**src/rtl/fifo_wr_arbiter.sv**
```systemverilog
// fifo_wr_arbiter
//   Round-robin write arbiter that lets NREQ producers share a single
//   synchronous FIFO write port. Ownership is granted to one producer at a
//   time for a burst of up to BURST_LEN accepted words. Ownership then
//   rotates, with one idle cycle between consecutive grants.
//
// Optional build macro: FIFO_ARB_PRIO_EN
//   When defined, requester 0 is high priority. It wins every idle-cycle
//   selection. Releasing a grant held by requester 0 leaves the round-robin
//   pointer where it was.
//
// Ports
//   clk        in   system clock, all state on rising edge
//   rst        in   asynchronous, active-low reset
//   req        in   [NREQ]     req[i]: producer i presents a valid word
//   req_data   in   [NREQ*DW]  producer i word at [i*DW +: DW]
//   fifo_full  in   FIFO full flag
//   gnt        out  [NREQ]     registered one-hot grant, zero when idle
//   ack        out  [NREQ]     word of producer i written this cycle
//   fifo_wr    out  write strobe to the FIFO
//   fifo_data  out  [DW]       owner's word while busy, else zero
//   busy       out  high while a producer owns the port
module fifo_wr_arbiter #(
  parameter int NREQ      = 4,
  parameter int DW        = 8,
  parameter int BURST_LEN = 4
) (
  input  logic               clk,
  input  logic               rst,
  input  logic [NREQ-1:0]    req,
  input  logic [NREQ*DW-1:0] req_data,
  input  logic               fifo_full,
  output logic [NREQ-1:0]    gnt,
  output logic [NREQ-1:0]    ack,
  output logic               fifo_wr,
  output logic [DW-1:0]      fifo_data,
  output logic               busy
);

  localparam int PW = $clog2(NREQ);

  localparam logic [0:0] S_IDLE = 1'b0;
  localparam logic [0:0] S_OWN  = 1'b1;

  localparam logic [3:0]    LAST_CNT = 4'(BURST_LEN - 1);
  localparam logic [PW-1:0] LAST_IDX = PW'(NREQ - 1);

  logic [0:0]      r_state;
  logic [PW-1:0]   r_owner;
  logic [PW-1:0]   r_rr_ptr;
  logic [3:0]      r_burst_cnt;
  logic [NREQ-1:0] r_gnt;

  logic            w_busy;
  logic            w_owner_req;
  logic            w_accept;
  logic            w_last;
  logic            w_release;
  logic [PW-1:0]   w_owner_inc;
  logic [PW-1:0]   w_sel;
  logic [NREQ-1:0] w_sel_onehot;

  assign w_busy      = (r_state == S_OWN);
  assign w_owner_req = req[r_owner];
  assign w_accept    = w_busy & w_owner_req & ~fifo_full;
  assign w_last      = w_accept && (r_burst_cnt == LAST_CNT);
  // An owner that stops requesting gives up the port immediately.
  assign w_release   = w_busy && (w_last || !w_owner_req);
  assign w_owner_inc = (r_owner == LAST_IDX) ? '0 : r_owner + 1'b1;

  // Search upward from the round-robin pointer. The first hit wins.
  always_comb begin
    logic w_found;
    w_found = 1'b0;
    w_sel   = r_rr_ptr;
    for (int k = 0; k < NREQ; k++) begin
      int idx;
      idx = int'(r_rr_ptr) + k;
      if (idx >= NREQ) idx = idx - NREQ;
      if (!w_found && req[idx]) begin
        w_found = 1'b1;
        w_sel   = PW'(idx);
      end
    end
`ifdef FIFO_ARB_PRIO_EN
    if (req[0]) w_sel = '0;
`endif
    w_sel_onehot = {{(NREQ-1){1'b0}}, 1'b1} << w_sel;
  end

  always_ff @(posedge clk or negedge rst) begin
    if (!rst) begin
      r_state     <= S_IDLE;
      r_owner     <= '0;
      r_rr_ptr    <= '0;
      r_burst_cnt <= '0;
      r_gnt       <= '0;
    end else if (r_state == S_IDLE) begin
      if (|req) begin
        r_state     <= S_OWN;
        r_owner     <= w_sel;
        r_gnt       <= w_sel_onehot;
        r_burst_cnt <= '0;
      end
    end else begin
      if (w_release) begin
        r_state     <= S_IDLE;
        r_gnt       <= '0;
        r_burst_cnt <= '0;
`ifdef FIFO_ARB_PRIO_EN
        // A priority grant must not disturb the rotation among the others.
        if (r_owner != '0) r_rr_ptr <= w_owner_inc;
`else
        r_rr_ptr    <= w_owner_inc;
`endif
      end else if (w_accept) begin
        r_burst_cnt <= r_burst_cnt + 4'd1;
      end
    end
  end

  // r_gnt is one-hot on the owner while busy, so it doubles as the ack mask.
  assign gnt       = r_gnt;
  assign busy      = w_busy;
  assign fifo_wr   = w_accept;
  assign ack       = w_accept ? r_gnt : '0;
  assign fifo_data = w_busy ? req_data[r_owner*DW +: DW] : '0;

endmodule

```
**config.mk**
```make
export PLATFORM = sky130hd
export DESIGN_NAME = fifo_wr_arbiter
export DESIGN_NICKNAME = d
export VERILOG_FILES = /design/src/rtl/fifo_wr_arbiter.sv
export SDC_FILE = /design/constraint.sdc
export NUM_CORES = 1
export LEC_CHECK = 0
export CORE_UTILIZATION = 38
export CTS_CLUSTER_DIAMETER = 40
export DETAILED_ROUTE_END_ITERATION = 8
export HOLD_SLACK_MARGIN = 0.06
export PLACE_DENSITY = 0.78
export SYNTH_ARGS = -nofsm -noshare
export SYNTH_HDL_FRONTEND = slang
export SYNTH_SLANG_ARGS = --single-unit
```
**constraint.sdc**
```tcl
create_clock -name clk -period 2.7 [get_ports clk]
set_input_delay 0.81 -clock clk [delete_from_list [all_inputs] [get_ports clk]]
set_output_delay 0.81 -clock clk [all_outputs]
set_load 0.005 [all_outputs]
```
==> impl_metrics.tcl <==
set metrics [dict create \
    ys_ff_latch 13 \
    skew_ps 2.229 \
    yosysSeqAreaShare_pct 32.38 \
    placed_area_um2 1687 \
    final_cell_mix "33 x dlygate4sd2_1, 14 x buf_2, 14 x buf_4" \
    synthTopCellsByArea "dfrtp_1 32%, mux4_2 20%, and2_1 7.5%, mux2_2 3.4%, nor2_1 3.0%" \
    leakage_nw 0.7939 \
    crit_required_ps 1890 \
    cts_tree "yes" \
    grt_pass1_wl_mm 4.443 \
    multi_input_area_um2 673.1 \
    rsz0062_at_grt "false" \
    dp_cells 188 \
    io_buffers 56 \
    period_minus_slack_ps 2650 \
    chipHeight_um 53.42 \
    crit_path_top_delay_cell "mux4_2" \
    timing.fmax_ghz 0.3773 \
    root_buffer "clkbuf_4" \
    io_pins 57 \
    detail_route.wl_per_cell_um 15.19 \
    setup_violations 0 \
    p_comb_share_pct 66.1 \
    r2r.worst_path.cells 5 \
    layout.cells.non_filler 193 \
    via_per_inst 5.394 \
    gp_congestion 0.7148 \
    power_density_nw_per_um2 842.0 \
    antenna_cells 0 \
    ir_worst_vdd_uv 506.4 \
    intPower_w 0.0008673 \
    yosys_warnings 0 \
    clkTransAtPathRegs_ps 80 \
    path_cells "buf_2, mux4_2, nand2_2, nor2_4, and2_1, buf_2" \
    die_x_um 53.42 \
    grt_overflow 0 \
    cts_buffers 3 \
    maxSlewHeadroom_pct 61.82 \
    holdBufCountCts 0 \
    die_area_um2 2854 \
    synth_area_leader_cell "dfrtp_1" \
    drt-total-wl_mm 2.932 \
    final_min_period_over_clock_period_pct 98.15 \
    h-tree-depth 1 \
    clk_latency_ps 270 \
    crit_arrival_ps 1840 \
    seqPwrFrac_pct 25.0 \
    critPathCaptureType "output port" \
    avgSynthCellArea_um2 10.92 \
    nets 205 \
    ff_latch_area_um2 325.3 \
    fin_area_um2 1627 \
    grt_max_degree 15 \
    synth_nets 133 \
    p_sw_share_pct 36.67 \
    reg2reg_to "r_rr_ptr[1]" \
    slowest_delay_ps 490 \
    num_vias 1041 \
    synth_area_um2 1005 \
    synth.top_cell.area_share_pct 32.38 \
    grtUsageTotal_pct 21.65 \
    postRouteAntennaNets 0 \
    drv_slew 0 \
    drt_iter0_drc 16 \
    drtPass1Iterations 4 \
    syn-instance-count 92 \
    fillers 223 \
    clock-sinks 13 \
    power.share.clock_pct 8.9 \
    switching_power_w 0.0005023 \
    drc 0 \
    layout-drive-gt1-share_pct 33.13 \
    start_kind "input port" \
    outcome "complete, no violations" \
    ff2ff_setup_slack_ps 760 \
    core_um2 2477 \
    final_common_cell "dlygate4sd2_1" \
    drv_cap 0 \
    yosysUniqueCellTypes 34 \
    initial_core_util_pct 40.56 \
    power_w 0.001370 \
    endpoint "ack[2]" \
    worstMarginPinSlew_ps 570.9 \
    first_global_vias 1075 \
    critical_path_peak_fanout 5 \
    fp-row-count 18 \
    worstSetupPathType "in2out" \
    startpoint "req[3]" \
    area_growth_syn_to_layout_pct 61.89 \
    min_path_type "reg2reg" \
    rr_startpoint "r_owner[0]" \
    cp_common_cell "buf_2" \
    grt_antenna_before_repair 0 \
    hold_viol_final 0 \
    cts_max_path_buffers 2 \
    place_hpwl_mm 2.407 \
]
==> per-layer routing <==
layer	part of all wire, %	GRT usage, %	up-vias
li1	-	-	493
met1	36	20.18	503
met2	51	44.17	43
met3	12	6.322	2
met4	0.17	5.263	0
met5	0	0	-
==> power by group through the flow <==
| stage | registers (W) | logic, W | clock network [W] |
|---|---|---|---|
| global route | 0.000354 | 0.000989 | 0.000133 |
| finish | 0.000343 | 0.000906 | 0.000121 |
| global placement | 0.000340 | 0.000916 | 0 |
| detailed placement | 0.000344 | 0.000948 | 0 |
| floorplan | 0.000332 | 0.000501 | 0 |
| CTS | 0.000341 | 0.000914 | 0.000125 |
==> metrics by stage <==
stage,util (%),hold slack (ps),worst slack [ps],setup TNS (ps)
3_3_place_gp,68.08,500.6,-606.1,-5825
3_5_place_dp,68.08,515.3,-639.3,-6113
4_1_cts,65.66,534.3,47.06,0
5_1_grt,65.66,547.4,3.835,0
6_report,65.66,528.6,49.93,0
2_1_floorplan,-,492.7,160.9,0
==> Yosys cell counts <==
| library cell | count |
|---|---|
| a211o_1 | 2 |
| a21boi_0 | 1 |
| a21boi_4 | 1 |
| a21o_1 | 1 |
| a21oi_1 | 2 |
| a22o_1 | 3 |
| a2bb2o_4 | 1 |
| a311oi_1 | 1 |
| and2_1 | 12 |
| and2b_1 | 1 |
| buf_2 | 2 |
| clkbuf_1 | 1 |
| dfrtp_1 | 13 |
| ha_1 | 2 |
| inv_1 | 2 |
| mux2_2 | 3 |
| mux4_2 | 9 |
| nand2_1 | 7 |
| nand2b_1 | 1 |
| nand4_1 | 1 |
| nand4b_1 | 1 |
| nor2_1 | 8 |
| nor2_2 | 1 |
| nor2b_1 | 2 |
| nor3_1 | 1 |
| nor3b_1 | 1 |
| nor4_1 | 1 |
| o21ai_0 | 3 |
| o21bai_1 | 2 |
| o22a_1 | 1 |
| o22ai_1 | 2 |
| o2bb2ai_1 | 1 |
| or3b_2 | 1 |
| or4b_4 | 1 |
==> cell families (layout without fill, tap and decap cells) <==
group                      count (synthesis)  count (layout)  synth area share [%]
and+or+nand+nor                           39              39                 21.92
AOI/OAI and AO/OA                         21              21                 17.56
DFF                                       13              13                 32.38
muxes                                     12              12                 23.54
buffers and inverters                      5              76                 2.117
adders and majority gates                  2               2                 2.490
==> area by class of cell <==
cell class	count	share of cell area, %
inverter	2	0.4615
tap	30	2.308
sequential	13	20.00
multi-input combinational	74	41.38
timing repair buffer	70	34.23
clock buffer	4	1.615
==> timing repair <==
| item | CTS | global route |
|---|---|---|
| resized for setup | 102 | 0 |
| setup buffers | 1 | 0 |
| setup endpoints to repair | 13 | 0 |
==> sequential cells by signal, summed over array words and instances, names as in the netlist <==
signal,cells
busy,1
gnt,4
r_burst_cnt,4
r_owner,2
r_rr_ptr,2
==> worst min path at each step <==
stage	startpoint	endpoint	slack, ps	cells past startpoint
2_1_floorplan	gnt[1]	gnt[1]	490	1
3_3_place_gp	gnt[1]	gnt[1]	500	1
3_5_place_dp	gnt[0]	gnt[0]	520	1
4_1_cts	gnt[0]	gnt[0]	530	1
5_1_grt	gnt[3]	gnt[3]	550	1
6_report	gnt[3]	gnt[3]	530	1
==> worst max-delay path: cells and delay by family <==
family | cells | cell delay, ps
buffers and inverters | 2 | 220
AND/OR/NAND/NOR | 3 | 320
multiplexers | 1 | 490
Power figures use the tool's default switching activity.
==> RTL edit 1: new RTL, same flow settings <==
The parameter `DW` goes from 8 to 6.
--- a/src/rtl/fifo_wr_arbiter.sv
+++ b/src/rtl/fifo_wr_arbiter.sv
@@ -23,5 +23,5 @@
 module fifo_wr_arbiter #(
   parameter int NREQ      = 4,
-  parameter int DW        = 8,
+  parameter int DW        = 6,
   parameter int BURST_LEN = 4
 ) (
Interface: changed (resized fifo_data and req_data); port bits go from 57 to 47. No check against the original RTL was run, so the function may have changed too.
==> RTL edit 1 against the unedited design <==
- sequential cell count unchanged
- combinational power decreased by 7.9%
- core utilization down 1.3 points
- via count fell by 7.7%
- wire length shrank 4.3%
- area after synthesis down 3.5%
- total power shrank 4.6%
- non-clock buffer count down 12
- sequential share of layout area is 2.0 points higher
- clock skew grew 0.0020 ns
- worst setup slack lost 0.016 ns
- critical path depth unchanged
- final area decreased by 9.2%
==> RTL edit 1: results (changes against the unedited design) <==
[placed_design]
place_area_sq_um = 1529  ; was 1687 sq um
gp_congestion = 0.7796  ; was 0.7148
pre_cts_slack_ns = -0.6191  ; was -0.6393 ns
dp_hpwl_microns = 2206  ; was 2407 microns
port_buffers = 46  ; was 56

[layout]
final-instance-count-excl-fill = 174  ; was 193
drive_gt1_share_pct = 35.62  ; was 33.13%
nets = 180  ; was 205
n_fill_cell = 200  ; was 223

[setup_path]
reg2reg_setup_slack_ns = 0.87  ; was 0.76 ns
cp.arrival_ns = 1.86  ; was 1.84 ns
reg2reg_from = r_owner[0]$_DFFE_PN0P_  ; unchanged
slowest_delay_ns = 0.51  ; was 0.49 ns
startpoint = req[3]  ; unchanged

[logic_synthesis]
ys_seq_area_share_pct = 33.55  ; was 32.38%
synth-compound-area-share_pct = 16.65  ; was 17.56%
synth.area.mux_share_pct = 22.06  ; was 23.54%
synth_fa_ha_area_share_pct = 2.581  ; was 2.491%
ys_async_sr_fraction_pct = 100.0  ; unchanged
synth_commonest_cells = 13 x dfrtp_1, 10 x and2_1, 6 x mux4_1, 6 x nand2_1, 6 x nor2_1  ; was 13 x dfrtp_1, 12 x and2_1, 9 x mux4_2
avgSynthCellArea_sq_um = 11.15  ; was 10.92 sq um
synth_fp_nets = 120  ; was 133
ys_top_cells_by_area = dfrtp_1 34%, mux4_1 16%, and2_1 6.5%  ; was dfrtp_1 32%, mux4_2 20%, and2_1 7.5%

[hold_path]
min_from = gnt[2]$_DFFE_PN0P_  ; was gnt[3]$_DFFE_PN0P_

[global_route]
grt_pass1_wl_microns = 4554  ; was 4443 microns
grt_start_max_net_pins = 14  ; was 15
grt_pass1_vias = 970  ; was 1,075
track_usage_pct = 22.79  ; was 21.65%
antenna_found_initial = 0  ; unchanged

[clocking]
clock_latency_ns = 0.29  ; was 0.27 ns
cts_buffers = 3  ; unchanged

[power_and_ir_drop]
irDropWorstVdd_uv = 534.2  ; was 506.4 uV
p_leak_nw = 0.7024  ; was 0.7939 nW
swShare_pct = 37.43  ; was 36.67%

[run_status]
outcome = complete, no violations  ; unchanged

[routing]
drtIter0Drc = 17  ; was 16
vias = 961  ; was 1,041
wl_per_cell_microns = 16.12  ; was 15.19 microns
dr.pass1.iters = 4  ; unchanged

[timing]
fin_crit_ns = 2.666  ; was 2.650 ns
slew-limit-headroom_pct = 59.56  ; was 61.82%
fin_skew_ns = 0.004194  ; was 0.002229 ns
fin_hold_ws_ns = 0.5315  ; was 0.5286 ns

RTL edit 1: critical path: cells and delay by family:
kind	cells	cell delay, ns
and+or+nand+nor	3	0.30
buffers and inverters	2	0.23
muxes	1	0.51
RTL edit 1: final cells by class:
class	count	area share, %
well taps	28	2.371
clock inverters	1	0.3387
inverters	1	0.2540
multi-input cells	70	42.59
clock buffers	3	1.524
repair buffers	58	30.91
flip-flops and latches	13	22.02
RTL edit 1: layer usage:
layer | up-vias | GRT usage (%) | part of all wire [%]
li1 | 455 | - | -
met2 | 13 | 42.62 | 56
met4 | 0 | 5.702 | 0.61
met1 | 491 | 26.09 | 40
met5 | - | 0 | 0
met3 | 2 | 4.348 | 2.6
RTL edit 1: cells by family (layout without fill, tap and decap cells):
logic type,count (synthesis),after routing
flops,13,13
fa+ha+maj,2,2
buf+inv,4,63
simple gates,39,39
mux,10,10
compound gates,19,19
RTL edit 1: repair_timing:
action	in CTS	in global routing
setup buffers	0	1
gates resized for setup	91	6
endpoints found under the setup margin	11	5
pin swaps	12	3
endpoints found under the hold margin	0	0
RTL edit 1: power by group through the flow:
stage,registers [mW],clock network (mW),logic [mW]
2_1_floorplan,0.325,0,0.461
3_3_place_gp,0.336,0,0.808
3_5_place_dp,0.338,0,0.832
4_1_cts,0.336,0.133,0.815
5_1_grt,0.351,0.143,0.905
6_report,0.342,0.131,0.834
RTL edit 1: path summary, 6_finish.rpt:
check / end / cells after the start
setup / recovery: ack[0] / 6
hold / removal: gnt[2]$_DFFE_PN0P_ / 1
setup reg to reg: r_rr_ptr[1]$_DFFE_PN0P_ / 4
hold reg to reg: gnt[2]$_DFFE_PN0P_ / 1
max in group asynchronous: r_burst_cnt[1]$_DFFE_PN0P_ / 1
min in group asynchronous: r_owner[0]$_DFFE_PN0P_ / 1
==> RTL edit 2: new RTL, same flow settings <==
Without the edit above. Make the reset (`rst`) synchronous in one clocked block. Comments in the files are not updated.
--- a/src/rtl/fifo_wr_arbiter.sv
+++ b/src/rtl/fifo_wr_arbiter.sv
@@ -89,5 +89,5 @@
   end
 
-  always_ff @(posedge clk or negedge rst) begin
+  always_ff @(posedge clk) begin
     if (!rst) begin
       r_state     <= S_IDLE;
Behaviour: differs if rst is asserted again (counterexample within 4 cycles, from zero or initial values and one cycle with rst low); with rst held inactive, the same outputs for 10 cycles.
==> RTL edit 2 against the unedited design <==
- final area grew 3.4%
- non-clock buffer count shrank 1
- area after synthesis shrank 0.75%
- worst setup slack lost 0.28 ns
- sequential cell count is the same
- the flow now finishes with violations (setup timing)
- worst hold slack lost 0.056 ns
- wire length shrank 0.92%
Power is not compared: it rests on default switching activity, and its combinational part moved more than twofold at a synthesized area within 25%.
==> RTL edit 2: results (changes against the unedited design) <==
[logic_synthesis]
ys_seq_area_share_pct = 26.10  ; was 32.38%
synth.area.mux_share_pct = 21.33  ; was 23.54%
synth_fp_nets = 144  ; was 133
ys_async_sr_fraction_pct = 0  ; was 100.0%
synth_commonest_cells = 14 x and2_1, 13 x dfxtp_1, 9 x mux4_2, 9 x nand2_1  ; was 13 x dfrtp_1, 12 x and2_1, 9 x mux4_2
synthFlopType = dfxtp_1  ; was dfrtp_1
ys_top_cells_by_area = dfxtp_1 26%, mux4_2 20%, and2_1 8.8%  ; was dfrtp_1 32%, mux4_2 20%, and2_1 7.5%
synth_fa_ha_area_share_pct = 2.509  ; was 2.491%
synthXorXnorAreaFrac_pct = 2.635  ; was 0%
avgSynthCellArea_sq_um = 9.682  ; was 10.92 sq um
synth-compound-area-share_pct = 12.42  ; was 17.56%
yosysUniqueCellTypes = 35  ; was 34

[placed_design]
gp_congestion = 0.7956  ; was 0.7148
place_area_sq_um = 1622  ; was 1687 sq um
dp_hpwl_microns = 2327  ; was 2407 microns
port_buffers = 56  ; unchanged
dp_cells = 191  ; was 188

[run_status]
outcome = finished, violations left  ; was complete, no violations
violations = setup timing

[global_route]
grtUsageMet1_pct = 21.33  ; was 20.18%
use_met2_pct = 43.96  ; was 44.17%
overflow = 0  ; unchanged
track_usage_pct = 21.92  ; was 21.65%
use_met3_pct = 4.885  ; was 6.322%
grt_pass1_wl_microns = 4443  ; unchanged
grt_pass1_vias = 1050  ; was 1,075
grt_start_max_net_pins = 15  ; unchanged

[clocking]
ctsResizeCount = 117  ; was 102
cts_setup_buffers = 4  ; was 1
clock_latency_ns = 0.27  ; about the same
htreeDepth = 1  ; unchanged

[setup_path]
critical_path.max_fanout = 3  ; was 5
cp.arrival_ns = 2.12  ; was 1.84 ns
slowest_delay_ns = 0.52  ; was 0.49 ns

[layout]
area_growth_pct = 68.63  ; was 61.89%
drive_gt1_share_pct = 32.35  ; was 33.13%
n_fill_cell = 215  ; was 223
nets = 212  ; was 205

[power_and_ir_drop]
p_leak_nw = 0.7456

[routing]
via_per_inst = 5.260  ; was 5.394
topRoutingLayerUsed = met4  ; unchanged
wl_met3_microns = 338  ; was 361 microns
drtIter0Drc = 12  ; was 16
wl_met1_microns = 1022  ; was 1065 microns
wl_per_cell_microns = 14.53  ; was 15.19 microns
wirelength_microns = 2905  ; was 2932 microns
routed-wl-met2_microns = 1520  ; was 1500 microns

[timing]
worst_slew_pin_slew_ns = 0.4822  ; was 0.5709 ns
fin_ws_ns = -0.2298  ; was 0.04993 ns
setup_viol = 5  ; was 0
fin_skew_ns = 0.006320  ; was 0.002229 ns

==> RTL edit 2: critical path, delay by kind of cell <==
family                 cells  cell delay, ns
AOI/OAI and AO/OA          1            0.15
and+or+nand+nor            2            0.36
buffers and inverters      3            0.27
muxes                      1            0.52
==> RTL edit 2: path summary, 6_finish.rpt <==
kind	from	cells after the start	endpoint	slack (ns)
setup / recovery	req[3]	7	ack[2]	-0.23
hold / removal	r_burst_cnt[1]$_SDFFE_PN0P_	2	r_burst_cnt[1]$_SDFFE_PN0P_	0.47
setup reg to reg	r_burst_cnt[0]$_SDFFE_PN0P_	6	r_burst_cnt[0]$_SDFFE_PN0P_	0.86
hold reg to reg	r_burst_cnt[1]$_SDFFE_PN0P_	2	r_burst_cnt[1]$_SDFFE_PN0P_	0.47
==> RTL edit 2: layout make-up <==
type | instances | share of cell area, %
clock buffers | 4 | 1.563
repair buffers | 69 | 37.28
multi-input cells | 82 | 43.01
well taps | 30 | 2.232
flip-flops and latches | 13 | 15.48
inverters | 2 | 0.4464
==> RTL edit 2: per-stage QoR <==
stage	hold WS, ns	TNS, ns	power [mW]	setup slack [ns]
after floorplan	0.4454	-0.07061	0.3230	-0.01765
after global placement	0.4593	-7.292	0.4384	-0.8891
after detailed placement	0.4669	-7.713	0.4473	-0.9520
after CTS	0.4785	-1.089	0.5633	-0.2414
after global routing	0.5262	-1.164	0.5984	-0.2600
final	0.4725	-1.025	0.5665	-0.2298
==> RTL edit 2: power groups by stage <==
stage          Combinational, mW  Clock [mW]  Sequential [mW]
6_report                   0.230       0.122            0.214
5_1_grt                    0.249       0.133            0.216
4_1_cts                    0.227       0.123            0.214
3_5_place_dp               0.229           0            0.218
3_3_place_gp               0.221           0            0.217
2_1_floorplan              0.107           0            0.216
